File: src/rtl/mem_arb_pkg.sv
// ---------------------------------------------------------------------------
// mem_arb_pkg
// Shared definitions for the single-port memory arbiter:
//   - owner_e      : which requester a memory read belongs to (fetch or data)
//   - ret_entry_t  : one slot of the read-return pipe {valid, owner, oor}
//   - POISON_DEFAULT : word returned for reads outside the memory region
//   - in_region()  : true when a byte address falls inside the memory region
// ---------------------------------------------------------------------------
package mem_arb_pkg;

    // Owner encoding carried alongside each in-flight read.
    typedef enum logic {
        OWN_I = 1'b0,
        OWN_D = 1'b1
    } owner_e;

    // One return-pipe slot. valid=0 marks a bubble or a write.
    typedef struct packed {
        logic   valid;
        owner_e owner;
        logic   oor;
    } ret_entry_t;

    localparam logic [15:0] POISON_DEFAULT = 16'hDEAD;

    // Widest byte address the region check accepts; callers zero-extend.
    localparam int ADDR_MAX = 32;

    // The memory holds 2^abits words, i.e. byte addresses 0 .. 2^(abits+1)-1.
    // Anything with a bit set above byte-address bit abits lies outside.
    function automatic logic in_region(input logic [ADDR_MAX-1:0] addr,
                                       input int                  abits);
        return (addr >> (abits + 1)) == '0;
    endfunction

endpackage

File: src/rtl/arb_ret_pipe.sv
// ---------------------------------------------------------------------------
// arb_ret_pipe
// READ_LAT-deep shift register that carries a descriptor of every memory
// access alongside the memory's own read latency, so that the descriptor
// pops out in the same cycle the memory presents the read word.
//
// Ports:
//   clk        in   clock, all state on rising edge
//   rst_n      in   asynchronous active-low reset; clears every slot
//   push_entry in   descriptor for the access granted this cycle
//   pop_entry  out  descriptor whose read data is on MEM_DOUT this cycle
// ---------------------------------------------------------------------------
module arb_ret_pipe
    import mem_arb_pkg::*;
#(
    parameter int READ_LAT = 1
) (
    input  logic       clk,
    input  logic       rst_n,
    input  ret_entry_t push_entry,
    output ret_entry_t pop_entry
);

    ret_entry_t stage [READ_LAT];

    // A slot is pushed every cycle (bubbles carry valid=0), so slot k always
    // describes the access that was granted k+1 edges ago. Reset wipes all
    // slots at once so in-flight reads never come back.
    always_ff @(posedge clk or negedge rst_n) begin
        if (!rst_n) begin
            for (int i = 0; i < READ_LAT; i++) begin
                stage[i] <= '0;
            end
        end else begin
            stage[0] <= push_entry;
            for (int i = 1; i < READ_LAT; i++) begin
                stage[i] <= stage[i-1];
            end
        end
    end

    assign pop_entry = stage[READ_LAT-1];

endmodule

File: src/rtl/mem_port_arb.sv
// ---------------------------------------------------------------------------
// mem_port_arb
// Shares one single-port synchronous MemArray between the instruction fetch
// requester (I, read-only) and the data requester (D, read/write).
// Data wins by default; after MAX_DSTREAK consecutive data grants while a
// fetch waits, the fetch is forced through. Reads are tracked through a
// return pipe and routed back to their owner; accesses outside the memory
// region are granted but never touch the memory, and reads of them return
// POISON.
//
// Optional feature (macro ARB_STATS_EN): adds istall_cnt / dstall_cnt,
// saturating counts of cycles each requester waited without a grant.
//
// Ports:
//   clk, rst_n              clock / asynchronous active-low reset
//   ireq, iaddr             fetch request and byte address (held until ignt)
//   ignt                    fetch accepted this cycle
//   irvalid, irdata         fetch return
//   dreq, dwe, daddr, dwdata data request (held until dgnt)
//   dgnt                    data access accepted this cycle
//   drvalid, drdata         data read return
//   mem_addr, mem_we, mem_din  MemArray address / write enable / write data
//   mem_dout                MemArray read data, READ_LAT cycles after address
//   istall_cnt, dstall_cnt  stall counters (ARB_STATS_EN only)
// ---------------------------------------------------------------------------
module mem_port_arb
    import mem_arb_pkg::*;
#(
    parameter int               DBITS       = 16,
    parameter int               ABITS       = 12,
    parameter int               READ_LAT    = 1,
    parameter int               MAX_DSTREAK = 3,
    parameter logic [DBITS-1:0] POISON      = DBITS'(POISON_DEFAULT)
) (
    input  logic             clk,
    input  logic             rst_n,
    input  logic             ireq,
    input  logic [DBITS-1:0] iaddr,
    output logic             ignt,
    output logic             irvalid,
    output logic [DBITS-1:0] irdata,
    input  logic             dreq,
    input  logic             dwe,
    input  logic [DBITS-1:0] daddr,
    input  logic [DBITS-1:0] dwdata,
    output logic             dgnt,
    output logic             drvalid,
    output logic [DBITS-1:0] drdata,
    output logic [ABITS-1:0] mem_addr,
    output logic             mem_we,
    output logic [DBITS-1:0] mem_din,
    input  logic [DBITS-1:0] mem_dout
`ifdef ARB_STATS_EN
    ,
    output logic [15:0]      istall_cnt,
    output logic [15:0]      dstall_cnt
`endif
);

    localparam int SW = (MAX_DSTREAK < 1) ? 1 : $clog2(MAX_DSTREAK + 1);
    localparam logic [SW-1:0] STREAK_MAX = SW'(MAX_DSTREAK);

    logic [SW-1:0]    streak;
    logic [ABITS-1:0] addr_q;
    logic             i_in;
    logic             d_in;
    logic             d_yield;
    ret_entry_t       push_entry;
    ret_entry_t       pop_entry;
    logic [DBITS-1:0] ret_data;

    assign i_in = in_region(ADDR_MAX'(iaddr), ABITS);
    assign d_in = in_region(ADDR_MAX'(daddr), ABITS);

    // Grant decision. Data normally has priority; once it has taken
    // MAX_DSTREAK grants in a row while a fetch is waiting it must yield.
    // Grants are forced low while reset is asserted even though they are
    // purely combinational from the requests.
    always_comb begin
        d_yield = ireq && (streak == STREAK_MAX);
        dgnt    = 1'b0;
        ignt    = 1'b0;
        if (rst_n) begin
            dgnt = dreq && !d_yield;
            ignt = ireq && !dgnt;
        end
    end

    // Streak of data grants that went ahead of a waiting fetch. Any cycle
    // without a fetch request, or a fetch grant, ends the streak.
    always_ff @(posedge clk or negedge rst_n) begin
        if (!rst_n) begin
            streak <= '0;
        end else if (!ireq || ignt) begin
            streak <= '0;
        end else if (dgnt && (streak != STREAK_MAX)) begin
            streak <= streak + 1'b1;
        end
    end

    // Memory address mux: the granted requester's word address, otherwise
    // the last address driven, so the memory sees a stable port when idle.
    always_comb begin
        mem_addr = addr_q;
        if (ignt) begin
            mem_addr = iaddr[ABITS:1];
        end else if (dgnt) begin
            mem_addr = daddr[ABITS:1];
        end
    end

    // Registered copy of the address last presented to the memory.
    always_ff @(posedge clk or negedge rst_n) begin
        if (!rst_n) begin
            addr_q <= '0;
        end else begin
            addr_q <= mem_addr;
        end
    end

    // Out-of-region writes are accepted (granted) but never reach memory.
    assign mem_we  = dgnt && dwe && d_in;
    assign mem_din = dwdata;

    // Describe this cycle's access for the return pipe. Writes and idle
    // cycles push a bubble so the pipe timing stays aligned with memory.
    always_comb begin
        push_entry       = '0;
        push_entry.owner = OWN_D;
        if (ignt) begin
            push_entry.valid = 1'b1;
            push_entry.owner = OWN_I;
            push_entry.oor   = !i_in;
        end else if (dgnt && !dwe) begin
            push_entry.valid = 1'b1;
            push_entry.owner = OWN_D;
            push_entry.oor   = !d_in;
        end
    end

    arb_ret_pipe #(
        .READ_LAT (READ_LAT)
    ) u_ret_pipe (
        .clk        (clk),
        .rst_n      (rst_n),
        .push_entry (push_entry),
        .pop_entry  (pop_entry)
    );

    // Route the popped return to its owner. Data outputs are zero whenever
    // the matching valid is low, which also makes them read 0 in reset.
    always_comb begin
        ret_data = pop_entry.oor ? POISON : mem_dout;
        irvalid  = pop_entry.valid && (pop_entry.owner == OWN_I);
        drvalid  = pop_entry.valid && (pop_entry.owner == OWN_D);
        irdata   = irvalid ? ret_data : '0;
        drdata   = drvalid ? ret_data : '0;
    end

`ifdef ARB_STATS_EN
    // Saturating stall counters: cycles a requester asked and was refused.
    always_ff @(posedge clk or negedge rst_n) begin
        if (!rst_n) begin
            istall_cnt <= '0;
            dstall_cnt <= '0;
        end else begin
            if (ireq && !ignt && (istall_cnt != 16'hFFFF)) begin
                istall_cnt <= istall_cnt + 16'd1;
            end
            if (dreq && !dgnt && (dstall_cnt != 16'hFFFF)) begin
                dstall_cnt <= dstall_cnt + 16'd1;
            end
        end
    end
`endif

endmodule
File: config.mk
export PLATFORM = sky130hd
export DESIGN_NAME = mem_port_arb
export DESIGN_NICKNAME = d
export VERILOG_FILES = /design/src/rtl/mem_arb_pkg.sv /design/src/rtl/arb_ret_pipe.sv /design/src/rtl/mem_port_arb.sv
export SDC_FILE = /design/constraint.sdc
export NUM_CORES = 1
export LEC_CHECK = 0
export BUFFER_PORTS_ARGS = -buffer_cell sky130_fd_sc_hd__buf_2
export CAP_MARGIN = 20
export CORE_MARGIN = 8
export CORE_UTILIZATION = 33
export CTS_CLUSTER_SIZE = 16
export DETAILED_ROUTE_END_ITERATION = 8
export PLACE_DENSITY = 0.8
export RECOVER_POWER = 50
export SYNTH_ARGS = -nofsm -noshare
export SYNTH_HDL_FRONTEND = slang
export SYNTH_HIERARCHICAL = 1
export SYNTH_SLANG_ARGS = --single-unit
File: constraint.sdc
create_clock -name clk -period 2 [get_ports clk]
set_input_delay 0.4 -clock clk [delete_from_list [all_inputs] [get_ports clk]]
set_output_delay 0.4 -clock clk [all_outputs]
set_load 0.01 [all_outputs]
==> results of run 1 <==
final cells by class:
cell class,instances,area (µm²),share of cell area
Clock buffer,3,22.5,0.0138
Timing Repair Buffer,108,568,0.347
Tap cell,46,57.6,0.0352
Clock inverter,1,5.00,0.00306
Inverter,3,18.8,0.0115
Sequential cell,17,425,0.260
Multi-Input combinational cell,94,538,0.329
placed cells by master (no fill, tap or decap):
cell | synthesis | layout
nor3_1 | 2 | 2
dfrtp_1 | 17 | 17
nor2_2 | 1 | 1
o21ai_1 | 1 | 1
a221o_1 | 12 | 12
nand3b_1 | 1 | 1
inv_1 | 2 | 2
buf_2 | 1 | 98
or2_4 | 1 | 1
o21ai_0 | 1 | 1
and2_1 | 10 | 10
ha_2 | 0 | 1
inv_8 | 0 | 1
nand2_1 | 3 | 3
o32a_1 | 1 | 1
buf_6 | 1 | 2
nand2b_2 | 0 | 1
o211a_1 | 1 | 1
a21boi_0 | 2 | 2
a21oi_1 | 1 | 1
and3_1 | 1 | 1
nor2_1 | 43 | 43
nand3_1 | 1 | 1
nand2b_1 | 8 | 7
clkbuf_1 | 5 | 2
clkinv_2 | 0 | 1
clkbuf_4 | 0 | 3
and2_0 | 2 | 2
buf_4 | 16 | 5
dlygate4sd3_1 | 0 | 1
and2b_2 | 1 | 1
stage by stage:
stage / utilization / hold slack, ns
after floorplan: - / 0.104
after global placement: 0.469 / 0.229
after detailed placement: 0.469 / 0.231
after CTS: 0.493 / 0.0456
after global routing: 0.494 / 0.113
final: 0.494 / 0.0968
critical path: stages (launching register included):
cell,delay (ns)
dfrtp_1,0.41
ha_2,0.18
and2b_2,0.21
or2_4,0.15
inv_8,0.05
a221o_1,0.33
buf_2,0.15
final timing paths:
path,from,to,slack (ns),depth (start not counted)
setup / recovery,streak[0],mem_addr[3],-0.16,6
hold / removal,rst_n,streak[0],0.1,2
setup reg to reg,streak[0],addr_q[1],0.44,6
hold reg to reg,streak[1],streak[1],0.57,2
max in group asynchronous,rst_n,u_ret_pipe/pop_entry[2],1.34,2
min in group clk,dwe,u_ret_pipe/pop_entry[2],0.34,2
cells by family (layout without fill, tap and decap cells):
group	count (synthesis)	in the layout	synth area share
AOI/OAI and AO/OA	19	19	0.151
adders and majority gates	1	1	0.0111
buffers and inverters	26	115	0.148
DFF	17	17	0.378
and+or+nand+nor	74	74	0.311
routing by layer:
metal / wire [µm] / global-route usage
met1: 1470 / 0.145
met2: 1660 / 0.211
met3: 601 / 0.0553
met4: 64 / 0.0500
met5: 0 / 0
power groups by stage:
stage	Clock (W)	Sequential, W	Combinational (W)
global route	0.000204	0.000397	0.000323
floorplan	0	0.000393	0.000179
global placement	0	0.000398	0.000272
finish	0.000174	0.000392	0.000290
detailed placement	0	0.000400	0.000275
CTS	0.000182	0.000393	0.000291
sequential cells by signal, indices dropped and copies added (netlist names):
| signal | count |
|---|---|
| addr_q | 12 |
| u_ret_pipe/pop_entry | 3 |
| streak | 2 |
synth_stat cells, types with 2 or more instances:
| cell type | count | area share |
|---|---|---|
| nor2_1 | 43 | 0.14 |
| dfrtp_1 | 17 | 0.38 |
| buf_4 | 16 | 0.11 |
| a221o_1 | 12 | 0.11 |
| and2_1 | 10 | 0.056 |
| nand2b_1 | 8 | 0.044 |
| clkbuf_1 | 5 | 0.017 |
| nand2_1 | 3 | 0.010 |
| a21boi_0 | 2 | 0.013 |
| and2_0 | 2 | 0.011 |
| inv_1 | 2 | 0.0067 |
| nor3_1 | 2 | 0.0089 |
repair_timing:
action                                  in CTS  in global routing
buffers inserted                             4                  0
endpoints found under the hold margin        3                  0
hold buffers                                 1                  0
pin swaps                                   14                  0
gates resized for setup                      4                  3
endpoints found under the setup margin      14                 15
==> summary.md, run 1 <==
| Metric | Value |
|---|---|
| Post-synth net total | 207 |
| DRT iter0 DRCs | 17 |
| Die area | 5530 µm² |
| Clock power share | 0.203 |
| Cell Rows | 21 |
| Combinational group share of total power | 0.338 |
| Vias | 1250 |
| Cell area after synthesis | 1120 µm² |
| Synth-to-layout area growth | 45.4% |
| Critical Path Source Type | register |
| Drt wl/cell | 13.9 µm |
| Fin area | 1640 µm² |
| RSZ-0062 raised after global routing | yes |
| Top achievable clock speed | 0.462 GHz |
| Final setup viols | 12 |
| Status | complete, but fails checks |
| Layout cell share with drive strength beyond 1 | 0.509 |
| Post-DP HPWL | 3320 µm |
| Register area share after synthesis | 0.378 |
| Initial Util | 0.340 |
| Fin crit period | 2.16 ns |
| P_int | 0.000599 W |
| GPL Wtd Cong | 0.839 |
| Initial antenna violation count | 0 |
| Setup_tns | -1.84 ns |
| Pwr Density | 524 nW/µm² |
| CTS Buf Count | 3 |
| Die H | 74.4 µm |
| Peak supply drop | 0.421 mV |
| Worst Hold Class | input port to asynchronous set/reset pin |
| Share of async-settable or async-resettable flops after synthesis | 1.00 |
| MaxCap Viol Count | 0 |
| Worst Max-Slew Pin Slew | 0.605 ns |
| I/O Buffers | 99 |
| Leak pwr | 0.966 nW |
| Congestion Overflow GR | 0 |
| Nets | 297 |
| Chip width | 74.4 µm |
| Mapped Cells | 137 |
| Largest fanout on the critical path | 14 |
| Crit path arrival time | 1.76 ns |
| Pre-antenna DRT Iters | 4 |
| Critical path required time | 1.60 ns |
| Setup WS post-layout | -0.165 ns |
| Final wirelength | 3790 µm |
| Placed Area | 1550 µm² |
| Violated checks | negative setup slack |
| Largest net degree at the start of global routing | 18 |
| GRT Total Usage | 0.129 |
| Placed cell count | 263 |
| Hold Vio Cnt, Final | 0 |
| Endpoint class of the critical path | output port |
| Skew final | 0.00137 ns |
| Cell Count, Final, Fillers Out | 272 |
| Average cell area after synthesis | 8.21 µm² |
| # DRC | 0 |
| Sequential power share | 0.458 |
| Pwr Total | 0.000856 W |
| CTS root buf | clkbuf_4 |
| Post-synth EDFFs | 0 |
| Worst setup path class | register to output port |
| IO Count | 134 |
| Distinct cells, synth | 27 |
| H-tree depth | 1 |
| Drt via density | 4.60 |
| Ant. Diodes | 0 |
| Fill count | 338 |
| Part of the cycle the worst path needs | 1.08 |
| Switching Fraction | 0.300 |
| Switch Pwr | 0.000257 W |
| Relative slew slack | 0.596 |
| Fin. max-slew vios | 0 |
| Number of global-route vias before repair | 1320 |
| Post-route ant nets | 0 |
| #FFs+latches synth | 17 |
| Ys flop type | dfrtp_1 |
| Clock transition at the registers of the reported paths | 0.09 ns |
| Max Root-Sink Buffers | 2 |
| Skew-Pair Late Insertion Delay | 0.28 ns |
| Core ar. | 3310 µm² |
| First-pass GRT wire length | 5640 µm |
| CTS tree | done |
| TritonCTS Sinks | 17 |
| Synth warn | 6 |
| Post-place setup slack | 0.0266 ns |
Power figures use the tool's default switching activity.
==> run 2, diff against run 1 <==
--- a/config.mk
+++ b/config.mk
@@ -13,3 +13,3 @@
 export DETAILED_ROUTE_END_ITERATION = 8
-export PLACE_DENSITY = 0.8
+export PLACE_DENSITY_LB_ADDON = 0.12
 export RECOVER_POWER = 50
==> constraint.sdc (replaced) <==
create_clock -name clk -period 2 [get_ports clk]
set_input_delay 0.1 -clock clk [delete_from_list [all_inputs] [get_ports clk]]
set_output_delay 0.1 -clock clk [all_outputs]
set_load 0.01 [all_outputs]
==> run 2 against run 1 <==
Combinational power decreased by 7%; critical path depth unchanged; largest power group unchanged; setup slack improved by 0.24 ns; hold slack got worse by 0.050 ns; sequential share of layout area increased by 1.1 points; the flow now finishes without violations; clock skew increased by 0.0020 ns; register-to-register slack improved by 0.04 ns; critical path type unchanged; via count increased by 1.1%; non-clock buffer count decreased by 5.
==> summary.md, run 2 (synthesis gave the netlist of run 1 again) <==
| Metric | Value |
|---|---|
| Post-route ant nets | 0 (unchanged) |
| Final setup viols | 0 (-12) |
| TritonCTS Sinks | 17 (unchanged) |
| Crit path arrival time | 1.82 ns (+0.06 ns) |
| Die H | 74.4 µm (unchanged) |
| Largest fanout on the critical path | 14 (unchanged) |
| Skew final | 0.00335 ns (+0.00198 ns) |
| Initial antenna violation count | 1 (+1) |
| Slowest-stage cell, CP | dfrtp_1 |
| Endpoint class of the critical path | output port |
| Fin. max-slew vios | 0 (unchanged) |
| GPL Wtd Cong | 0.850 (+1.3%) |
| Leak pwr | 0.911 nW (-5.7%) |
| Final wirelength | 3780 µm (-0.16%) |
| Congestion Overflow GR | 0 (unchanged) |
| I/O Buffers | 99 (unchanged) |
| Most common cell after layout, fill and taps aside | buf_2 |
| Status | completed |
| Worst Reg-to-Reg Cells | 5 (-1) |
| Worst setup path class | register to output port |
| CP bufs+invs | 2 (unchanged) |
| First-pass GRT wire length | 5650 µm (+0.25%) |
| Pwr Total | 0.000839 W (-2.1%) |
| Part of the cycle the worst path needs | 0.962 (-0.120) |
| Clock transition at the registers of the reported paths | 0.09 ns (about the same) |
| Crit-path max cell delay | 0.41 ns (about the same) |
| Worst Setup EP | mem_addr[9] |
| Cell Count, Final, Fillers Out | 267 (-1.8%) |
| Drt wl/cell | 14.2 µm (+1.7%) |
| Largest net degree at the start of global routing | 18 (unchanged) |
| Layout cell share with drive strength beyond 1 | 0.457 (-0.0518) |
| Critical Path Source Type | register |
| Fin area | 1570 µm² (-3.9%) |
| Pre-antenna DRT Iters | 4 (unchanged) |
| Critical path required time | 1.90 ns (+0.30 ns) |
| CTS Buf Count | 3 (unchanged) |
| Hold Vio Cnt, Final | 0 (unchanged) |
| Number of global-route vias before repair | 1261 (-4.5%) |
| Cell Rows | 21 (unchanged) |
| Worst Max-Slew Pin Slew | 0.665 ns (+0.0601 ns) |
| Synth-to-layout area growth | 39.7% |
| CTS root buf | clkbuf_4 |
| IO Count | 134 (unchanged) |
| Max Root-Sink Buffers | 2 (unchanged) |
| Worst Hold Class | input port to register |
| Placed Area | 1540 µm² (-0.97%) |
| Worst r2r src | streak[0] |
| Nets | 292 (-1.7%) |
| Met3 Use GR | 0.0566 (+0.00135) |
| Fin crit period | 1.92 ns (-0.240 ns) |
| Ant. Diodes | 0 (unchanged) |
| Pwr Density | 534 nW/µm² (+1.9%) |
| Chip width | 74.4 µm (unchanged) |
| Critical Path, Cell by Cell | ha_1, and2b_2, or2_4, inv_4, a221o_1, buf_2 |
| Post-DP HPWL | 3150 µm (-5.1%) |
| # DRC | 0 (unchanged) |
| Origin of the worst setup path | streak[0] |
| CTS tree | done |
| GR peak layer | met2 |
| FF-to-FF setup slack | 0.48 ns (+0.04 ns) |
| Relative slew slack | 0.556 (-0.0401) |
| Skew-Pair Late Insertion Delay | 0.28 ns (about the same) |
| MaxCap Viol Count | 0 (unchanged) |
| GRT Total Usage | 0.127 (-0.00201) |
| Peak supply drop | 0.253 mV (-40%) |
| Core ar. | 3310 µm² (unchanged) |
| Initial Util | 0.340 (unchanged) |
| Met1 Track Usage GR | 0.131 (-0.0136) |
| Met2 Track Usage GR | 0.227 (+0.0165) |
| Largest Register | addr_q |
| Vias | 1264 (+1.1%) |
| Crit. path cell count | 6 (unchanged) |
| Flip-flop count of the largest register after layout | 12 (unchanged) |
| Die area | 5530 µm² (unchanged) |
| Reg-to-Reg End | addr_q[9] |
| Top achievable clock speed | 0.520 GHz (+12%) |
| Drt via density | 4.73 (+3.0%) |
| H-tree depth | 1 (unchanged) |
| Placed cell count | 261 (-0.76%) |
| DRT iter0 DRCs | 29 (+12) |
| Cell family contributing the most delay on the critical path | flip-flops |
| Most frequent cells in the layout | 92 x buf_2, 43 x nor2_1, 17 x dfrtp_1, 12 x a221o_1 |
[run 2: cell count changes in the layout (fill, tap and decap cells not counted), sizes merged]
cell	delta
clkinv	-1
clkbuf	+8
buf	-12
[run 2: per-stage QoR]
step	hold WS, ns	setup TNS [ns]	setup WS [ns]	util
finish	0.0466	0	0.0751	0.475
global route	0.0469	-0.0737	-0.0177	0.475
CTS	0.0329	0	0.00379	0.476
detailed placement	-0.0330	0	0.282	0.464
global placement	-0.0381	0	0.315	0.464
floorplan	-0.196	0	0.385	-
[run 2: final cells by class]
cell class | instances | area, µm²
Tap cell | 46 | 57.6
Inverter | 3 | 13.8
Timing Repair Buffer | 103 | 512
Clock buffer | 4 | 26.3
Sequential cell | 17 | 425
Multi-Input combinational cell | 94 | 537
Fill cell | 349 | 1740
[run 2: worst reg2reg max path: cells and delay by family, from the launching register on]
kind / cells / cell delay, ns
flip-flops: 1 / 0.41
AO/OA/AOI/OAI: 1 / 0.37
AND/OR/NAND/NOR: 2 / 0.34
adder cells (fa/ha/maj): 1 / 0.21
buffers and inverters: 1 / 0.07
[run 2: worst min-delay path by stage]
stage,startpoint,end,depth (start not counted)
floorplan,rst_n,addr_q[0],0
global placement,rst_n,u_ret_pipe/pop_entry[0],1
detailed placement,rst_n,u_ret_pipe/pop_entry[1],1
CTS,dwe,u_ret_pipe/pop_entry[2],2
global route,dwe,u_ret_pipe/pop_entry[2],2
finish,dwe,u_ret_pipe/pop_entry[2],2
[run 2: repair_timing]
item / CTS / global route
hold buffers: 1 / 0
resized for setup: 1 / 1
hold endpoints to repair: 17 / 0
pin swaps: 1 / 9
setup buffers: 0 / 1
endpoints found under the setup margin: 12 / 12
[run 2: power by group]
| part | internal, W | switching, W |
|---|---|---|
| registers | 0.000379 | 0.0000137 |
| logic | 0.000129 | 0.000141 |
| clock network | 0.0000773 | 0.0000984 |
[run 2: routing by layer]
metal	part of all wire	up-vias
li1	-	608
met1	0.38	564
met2	0.46	82
met3	0.15	8
met4	0.0071	2
met5	0.0026	-
